### config.mk
export PLATFORM = sky130hd
export DESIGN_NAME = writeback_queue
export DESIGN_NICKNAME = d
export VERILOG_FILES = /design/src/rtl/writeback_queue.sv
export SDC_FILE = /design/constraint.sdc
export NUM_CORES = 1
export LEC_CHECK = 0
export CAP_MARGIN = 15
export CORE_ASPECT_RATIO = 2
export CORE_MARGIN = 5
export CORE_UTILIZATION = 55
export DETAILED_ROUTE_END_ITERATION = 8
export GPL_TIMING_DRIVEN = 0
export PLACE_DENSITY = 0.87
export SYNTH_ARGS = -nofsm -noshare
export SYNTH_HDL_FRONTEND = slang
export SYNTH_SLANG_ARGS = --single-unit
export TNS_END_PERCENT = 50
### constraint.sdc
create_clock -name clock -period 5.1 [get_ports clock]
set_clock_uncertainty 0.05 [all_clocks]
set_input_delay 1.02 -clock clock [delete_from_list [all_inputs] [get_ports clock]]
set_output_delay 1.02 -clock clock [all_outputs]
set_load 0.02 [all_outputs]
### src/rtl/writeback_queue.sv
// writeback_queue: ordered write-back buffer between the memory/ALU producers
// and the 8x16 register file write port. One result drains per clock through a
// registered output stage. When the FIFO is empty, a result bypasses straight
// into the output stage.
// Build option: define WB_FORWARD_EN to build the forwarding comparator
// (fwd_hit/fwd_data). Without it, both outputs are tied to zero.
module writeback_queue #(
    parameter int DEPTH = 4
) (
    input  logic        clock,
    input  logic        reset_n,
    input  logic        flush,
    input  logic        mem_valid,
    input  logic [2:0]  mem_adr,
    input  logic [15:0] mem_data,
    output logic        mem_ready,
    input  logic        alu_valid,
    input  logic [2:0]  alu_adr,
    input  logic [15:0] alu_data,
    output logic        alu_ready,
    output logic        write_en,
    output logic [2:0]  write_adr,
    output logic [15:0] write_data,
    output logic [3:0]  pending,
    input  logic [2:0]  fwd_adr,
    output logic        fwd_hit,
    output logic [15:0] fwd_data
);
    localparam int            PW       = $clog2(DEPTH);
    localparam logic [3:0]    DEPTH_C  = 4'(DEPTH);
    localparam logic [3:0]    DEPTH_M1 = 4'(DEPTH - 1);
    localparam logic [PW-1:0] LAST_PTR = PW'(DEPTH - 1);

    // Pointer increment with explicit wrap so non-power-of-2 depths work.
    function automatic logic [PW-1:0] ptr_inc(input logic [PW-1:0] p);
        logic [PW-1:0] r;
        if (p == LAST_PTR) begin
            r = '0;
        end else begin
            r = p + PW'(1);
        end
        return r;
    endfunction

    logic [2:0]    fifo_adr_q  [DEPTH];
    logic [15:0]   fifo_data_q [DEPTH];
    logic [PW-1:0] rd_q, rd_d, wr_q, wr_d;
    logic [3:0]    count_q, count_d;
    logic          wen_q, wen_d;
    logic [2:0]    wadr_q, wadr_d;
    logic [15:0]   wdata_q, wdata_d;

    logic          mem_acc_s, alu_acc_s;
    logic          we0_s, we1_s;
    logic [2:0]    e0_adr_s;
    logic [15:0]   e0_data_s;
    logic [PW-1:0] slot1_s;

    // Readiness depends only on the current occupancy. A drain in the same cycle is not credited.
    assign mem_ready = (count_q < DEPTH_C);
    assign alu_ready = (count_q < DEPTH_M1) || ((count_q < DEPTH_C) && !mem_valid);
    assign mem_acc_s = mem_valid && mem_ready;
    assign alu_acc_s = alu_valid && alu_ready;
    assign slot1_s   = ptr_inc(wr_q);

    assign write_en   = wen_q;
    assign write_adr  = wadr_q;
    assign write_data = wdata_q;
    assign pending    = count_q;

    // Candidate list (queue, then mem, then ALU): head goes to the output stage, the rest are stored in order.
    always_comb begin
        rd_d      = rd_q;
        wr_d      = wr_q;
        count_d   = count_q;
        wen_d     = 1'b0;
        wadr_d    = wadr_q;
        wdata_d   = wdata_q;
        we0_s     = 1'b0;
        we1_s     = 1'b0;
        e0_adr_s  = alu_adr;
        e0_data_s = alu_data;
        if (flush) begin
            rd_d    = '0;
            wr_d    = '0;
            count_d = 4'd0;
        end else if (count_q != 4'd0) begin
            wen_d   = 1'b1;
            wadr_d  = fifo_adr_q[rd_q];
            wdata_d = fifo_data_q[rd_q];
            rd_d    = ptr_inc(rd_q);
            if (mem_acc_s && alu_acc_s) begin
                we0_s     = 1'b1;
                we1_s     = 1'b1;
                e0_adr_s  = mem_adr;
                e0_data_s = mem_data;
                wr_d      = ptr_inc(slot1_s);
                count_d   = count_q + 4'd1;
            end else if (mem_acc_s) begin
                we0_s     = 1'b1;
                e0_adr_s  = mem_adr;
                e0_data_s = mem_data;
                wr_d      = slot1_s;
            end else if (alu_acc_s) begin
                we0_s = 1'b1;
                wr_d  = slot1_s;
            end else begin
                count_d = count_q - 4'd1;
            end
        end else if (mem_acc_s) begin
            wen_d   = 1'b1;
            wadr_d  = mem_adr;
            wdata_d = mem_data;
            if (alu_acc_s) begin
                we0_s   = 1'b1;
                wr_d    = slot1_s;
                count_d = 4'd1;
            end else begin
                count_d = count_q;
            end
        end else if (alu_acc_s) begin
            wen_d   = 1'b1;
            wadr_d  = alu_adr;
            wdata_d = alu_data;
        end else begin
            wen_d = 1'b0;
        end
    end

    // FIFO storage: up to two entries are stored per cycle, in program order.
    always_ff @(posedge clock or negedge reset_n) begin
        if (!reset_n) begin
            for (int i = 0; i < DEPTH; i++) begin
                fifo_adr_q[i]  <= 3'd0;
                fifo_data_q[i] <= 16'h0000;
            end
        end else begin
            if (we0_s) begin
                fifo_adr_q[wr_q]  <= e0_adr_s;
                fifo_data_q[wr_q] <= e0_data_s;
            end
            if (we1_s) begin
                fifo_adr_q[slot1_s]  <= alu_adr;
                fifo_data_q[slot1_s] <= alu_data;
            end
        end
    end

    // Pointers, occupancy and the registered register-file write port.
    always_ff @(posedge clock or negedge reset_n) begin
        if (!reset_n) begin
            rd_q    <= '0;
            wr_q    <= '0;
            count_q <= 4'd0;
            wen_q   <= 1'b0;
            wadr_q  <= 3'd0;
            wdata_q <= 16'h0000;
        end else begin
            rd_q    <= rd_d;
            wr_q    <= wr_d;
            count_q <= count_d;
            wen_q   <= wen_d;
            wadr_q  <= wadr_d;
            wdata_q <= wdata_d;
        end
    end

`ifdef WB_FORWARD_EN
    localparam int PW1 = PW + 1;
    logic [PW:0] fwd_slot_s;

    // Scan queued entries oldest to newest so the newest match is the one left standing.
    always_comb begin
        fwd_hit    = 1'b0;
        fwd_data   = 16'h0000;
        fwd_slot_s = '0;
        for (int i = 0; i < DEPTH; i++) begin
            fwd_slot_s = {1'b0, rd_q} + PW1'(i);
            fwd_slot_s = (fwd_slot_s >= PW1'(DEPTH)) ? (fwd_slot_s - PW1'(DEPTH)) : fwd_slot_s;
            if ((4'(i) < count_q) && (fifo_adr_q[fwd_slot_s[PW-1:0]] == fwd_adr)) begin
                fwd_hit  = 1'b1;
                fwd_data = fifo_data_q[fwd_slot_s[PW-1:0]];
            end else begin
                fwd_hit  = fwd_hit;
                fwd_data = fwd_data;
            end
        end
    end
`else
    logic unused_fwd_s;
    assign unused_fwd_s = ^fwd_adr;
    assign fwd_hit      = 1'b0;
    assign fwd_data     = 16'h0000;
`endif

endmodule

==> results.sh, run 1 <==
export IMPL_cp_end_kind="primary output"
export IMPL_cts_htree_levels=3
export IMPL_syn_avg_cell_area_um2=10.1
export IMPL_critPathMaxStageDelay_ns=0.65
export IMPL_seqPwrFrac_pct=37.6
export IMPL_min_path_type="reg2reg"
export IMPL_synth_edf_count=0
export IMPL_place_ws_ns=1.48
export IMPL_fp_dieArea_um2=13500
export IMPL_net_switching_power_w=0.00153
export IMPL_critPathKind="in2out"
export IMPL_rsz0062_at_grt="false"
export IMPL_grt_pass1_vias=5846
export IMPL_ant_nets=0
export IMPL_synth_seq_cells=104
export IMPL_synth_ff_type="dfrtp_1"
export IMPL_combPwrFrac_pct=45.9
export IMPL_clockPowerShare_pct=16.5
export IMPL_area_delta_synth_final_pct=19.4
export IMPL_cts_tree="built"
export IMPL_cpMostUsedCell="clkdlybuf4s50_1"
export IMPL_remaining_drc_errors=0
export IMPL_p_int_w=0.00235
export IMPL_worst_ep_required_time_ns=4.03
export IMPL_grt_pass1_wl_mm=29.8
export IMPL_syn_inst=606
export IMPL_cap_violations=0
export IMPL_worstSkewPairLatency_ns=0.35
export IMPL_row_count=54
export IMPL_crit_path_max_fanout=10
export IMPL_timing_final_max_slew_violations=0
export IMPL_cts_hold_buf=0
export IMPL_wire_per_inst_um=22.0
export IMPL_core_area_um2=10900
export IMPL_synth_cell_types=49
export IMPL_crit_family="buffers and inverters"
export IMPL_drive_gt1_share_pct=13.9
export IMPL_drt_vias_per_instance=6.60
export IMPL_ys_warn_count=0
export IMPL_diodes=0
export IMPL_path_cells="clkdlybuf4s50_1 > buf_4 > a21oi_1 > clkdlybuf4s50_1"
export IMPL_finalWirelength_mm=18.6
export IMPL_fin_util_pct=67.1
export IMPL_setup_viol=0
export IMPL_crit_path_start_kind="input port"
export IMPL_globalRouteTotalUtil_pct=27.6
export IMPL_port_buffers=67
export IMPL_post_cts_setup_buffers=0
export IMPL_dr_total_vias=5580
export IMPL_numCtsBuffers=9
export IMPL_cts_num_sinks=104
export IMPL_status="finished clean"
export IMPL_fin_tns_setup_ns=0
export IMPL_hold_viol=0
export IMPL_initial_utilization_pct=56.2
export IMPL_cts_buffer_depth=2
export IMPL_switching_share_pct=39.4
export IMPL_min_period_ns=3.58
export IMPL_ios=89
export IMPL_die_h_um=160
export IMPL_clock_fmax_mhz=279
export IMPL_firstDrtPassIters=5
export IMPL_worstPathArrival_ns=2.51
export IMPL_cp_num_buf_inv=3
export IMPL_cts_root_buffer_cell="clkbuf_16"
export IMPL_clk_pin_slew_ns=0.07
export IMPL_power_density_nw_per_um2=528
export IMPL_tightest_slew_ns=1.11
export IMPL_finalWorstSetupSlack_ns=1.52
export IMPL_cts_resized=0
export IMPL_hold_slack_ns=0.426
export IMPL_async_flop_share_pct=100
export IMPL_nets=754
export IMPL_leakage_nw=3.08
export IMPL_maxSlewHeadroom_pct=25.4
export IMPL_drt_iter0_drc=668
export IMPL_yosysSeqAreaShare_pct=42.3
export IMPL_routabilityCongestion=0.902
export IMPL_antenna_found_initial=0
export IMPL_vdd_drop_max_uv=400
export IMPL_crit_slowest_cell="clkdlybuf4s50_1"
export IMPL_synthesis_area_um2=6150
export IMPL_post_route_period_util_pct=70.3
export IMPL_die_x_um=84.8
export IMPL_place_hpwl_mm=12.8
export IMPL_grt_max_degree=65
export IMPL_overflow=0
## routing by layer
layer | wire length [um] | up-vias | GRT usage [%]
li1 | - | 2390 | -
met1 | 6270 | 2653 | 30.9
met2 | 9460 | 415 | 46.6
met4 | 1240 | 0 | 18.7
met3 | 1600 | 122 | 5.18
met5 | 0 | - | 0
## Yosys cell counts, types with 7 or more instances
cell type / count / area share (%)
a21oi_1: 86 / 7.0
mux4_2: 19 / 7.0
a21o_1: 19 / 2.3
dfrtp_1: 104 / 42
buf_2: 8 / 0.65
mux2i_1: 19 / 3.1
nor2_1: 126 / 7.7
nand2_1: 7 / 0.43
o2bb2ai_1: 77 / 11
clkbuf_1: 18 / 1.1
a211oi_1: 19 / 2.3
ha_1: 7 / 1.4
buf_4: 30 / 3.7
## layout by cell type (no fill, tap or decap), types with 4 or more instances in the layout
master | netlist | final
conb_1 | 1 | 17
a211oi_1 | 19 | 19
nand2_4 | 4 | 4
clkbuf_16 | 0 | 9
clkdlybuf4s50_1 | 0 | 66
buf_2 | 8 | 8
a21o_1 | 19 | 19
buf_1 | 4 | 4
ha_1 | 7 | 7
mux2i_1 | 19 | 19
clkbuf_1 | 18 | 19
clkinv_2 | 0 | 4
a32oi_4 | 4 | 4
buf_4 | 30 | 31
a21oi_1 | 86 | 86
inv_1 | 4 | 4
dfrtp_1 | 104 | 104
and2_1 | 5 | 5
o21ai_0 | 4 | 4
nor2_1 | 126 | 126
nand2_1 | 7 | 7
mux4_2 | 19 | 19
buf_6 | 5 | 5
o2bb2ai_1 | 77 | 77
## flip-flops by register name, summed over array words and instances (netlist names)
register	flops
fifo_adr_q	12
fifo_data_q	64
pending	4
rd_q	2
wr_q	2
write_adr	3
write_data	16
write_en	1
## through the flow
| stage | power (W) | instances | cell area, um2 |
|---|---|---|---|
| 5_1_grt | 0.00408 | 846 | 7350 |
| 3_3_place_gp | 0.00310 | 829 | 7060 |
| 2_1_floorplan | 0.00260 | 622 | 6210 |
| 3_5_place_dp | 0.00321 | 830 | 7080 |
| 6_report | 0.00388 | 846 | 7350 |
| 4_1_cts | 0.00385 | 846 | 7350 |
## path summary, 6_finish.rpt
| check | start | end | slack (ns) | depth (start not counted) |
|---|---|---|---|---|
| max | mem_valid | alu_ready | 1.52 | 4 |
| min | write_data[6] | write_data[6] | 0.43 | 1 |
| max reg2reg | pending[0] | write_adr[2] | 2.26 | 5 |
| min reg2reg | write_data[6] | write_data[6] | 0.43 | 1 |
| max in group asynchronous | reset_n | fifo_data_q[63] | 3.66 | 2 |
| min in group asynchronous | reset_n | fifo_data_q[53] | 0.61 | 1 |
## final cells by class
| class | count | area, um2 |
|---|---|---|
| fillers | 846 | 3600 |
| multi-input cells | 447 | 3180 |
| inverters | 5 | 18.8 |
| flip-flops and latches | 104 | 2600 |
| repair buffers | 68 | 696 |
| well taps | 140 | 175 |
| clock inverters | 6 | 36.3 |
| clock buffers | 10 | 229 |
| plain buffers | 66 | 409 |
## power groups by stage
stage	clock network, W	registers [W]	logic (W)
after floorplan	0	0.00149	0.00111
after global placement	0	0.00142	0.00168
after detailed placement	0	0.00146	0.00175
after CTS	0.000637	0.00145	0.00176
after global routing	0.000671	0.00149	0.00192
final	0.000638	0.00146	0.00178
## kinds of logic after synthesis
kind of cell    share of synthesized area (%)
fa+ha+maj                                1.59
buf+inv                                  6.96
compound gates                           26.3
xor+xnor                                0.427
flops                                    42.3
other cells                            0.0610
mux                                      10.0
simple gates                             12.3
Note: power is estimated with default switching activity, not from simulation.
==> run 2, diff against run 1 <==
==> constraint.sdc (replaced) <==
create_clock -name clock -period 3.33 [get_ports clock]
set_clock_uncertainty 0.05 [all_clocks]
set_input_delay 0.666 -clock clock [delete_from_list [all_inputs] [get_ports clock]]
set_output_delay 0.666 -clock clock [all_outputs]
set_load 0.02 [all_outputs]
==> results of run 2 <==
The final DEF is identical to that of run 1. Status: finished clean.
Main changes from that run: setup slack after placement 1.48 ns -> 0.0683 ns; setup slack after layout 1.52 ns -> 0.389 ns; hold slack 0.426 ns -> 0.258 ns; start point of the critical path mem_valid -> flush; end point of the critical path alu_ready -> fifo_data_q[29]; register-to-register setup slack 2.26 ns -> 0.49 ns; total power 0.00388 W -> 0.00594 W; worst IR drop on VDD 400 uV -> 613 uV
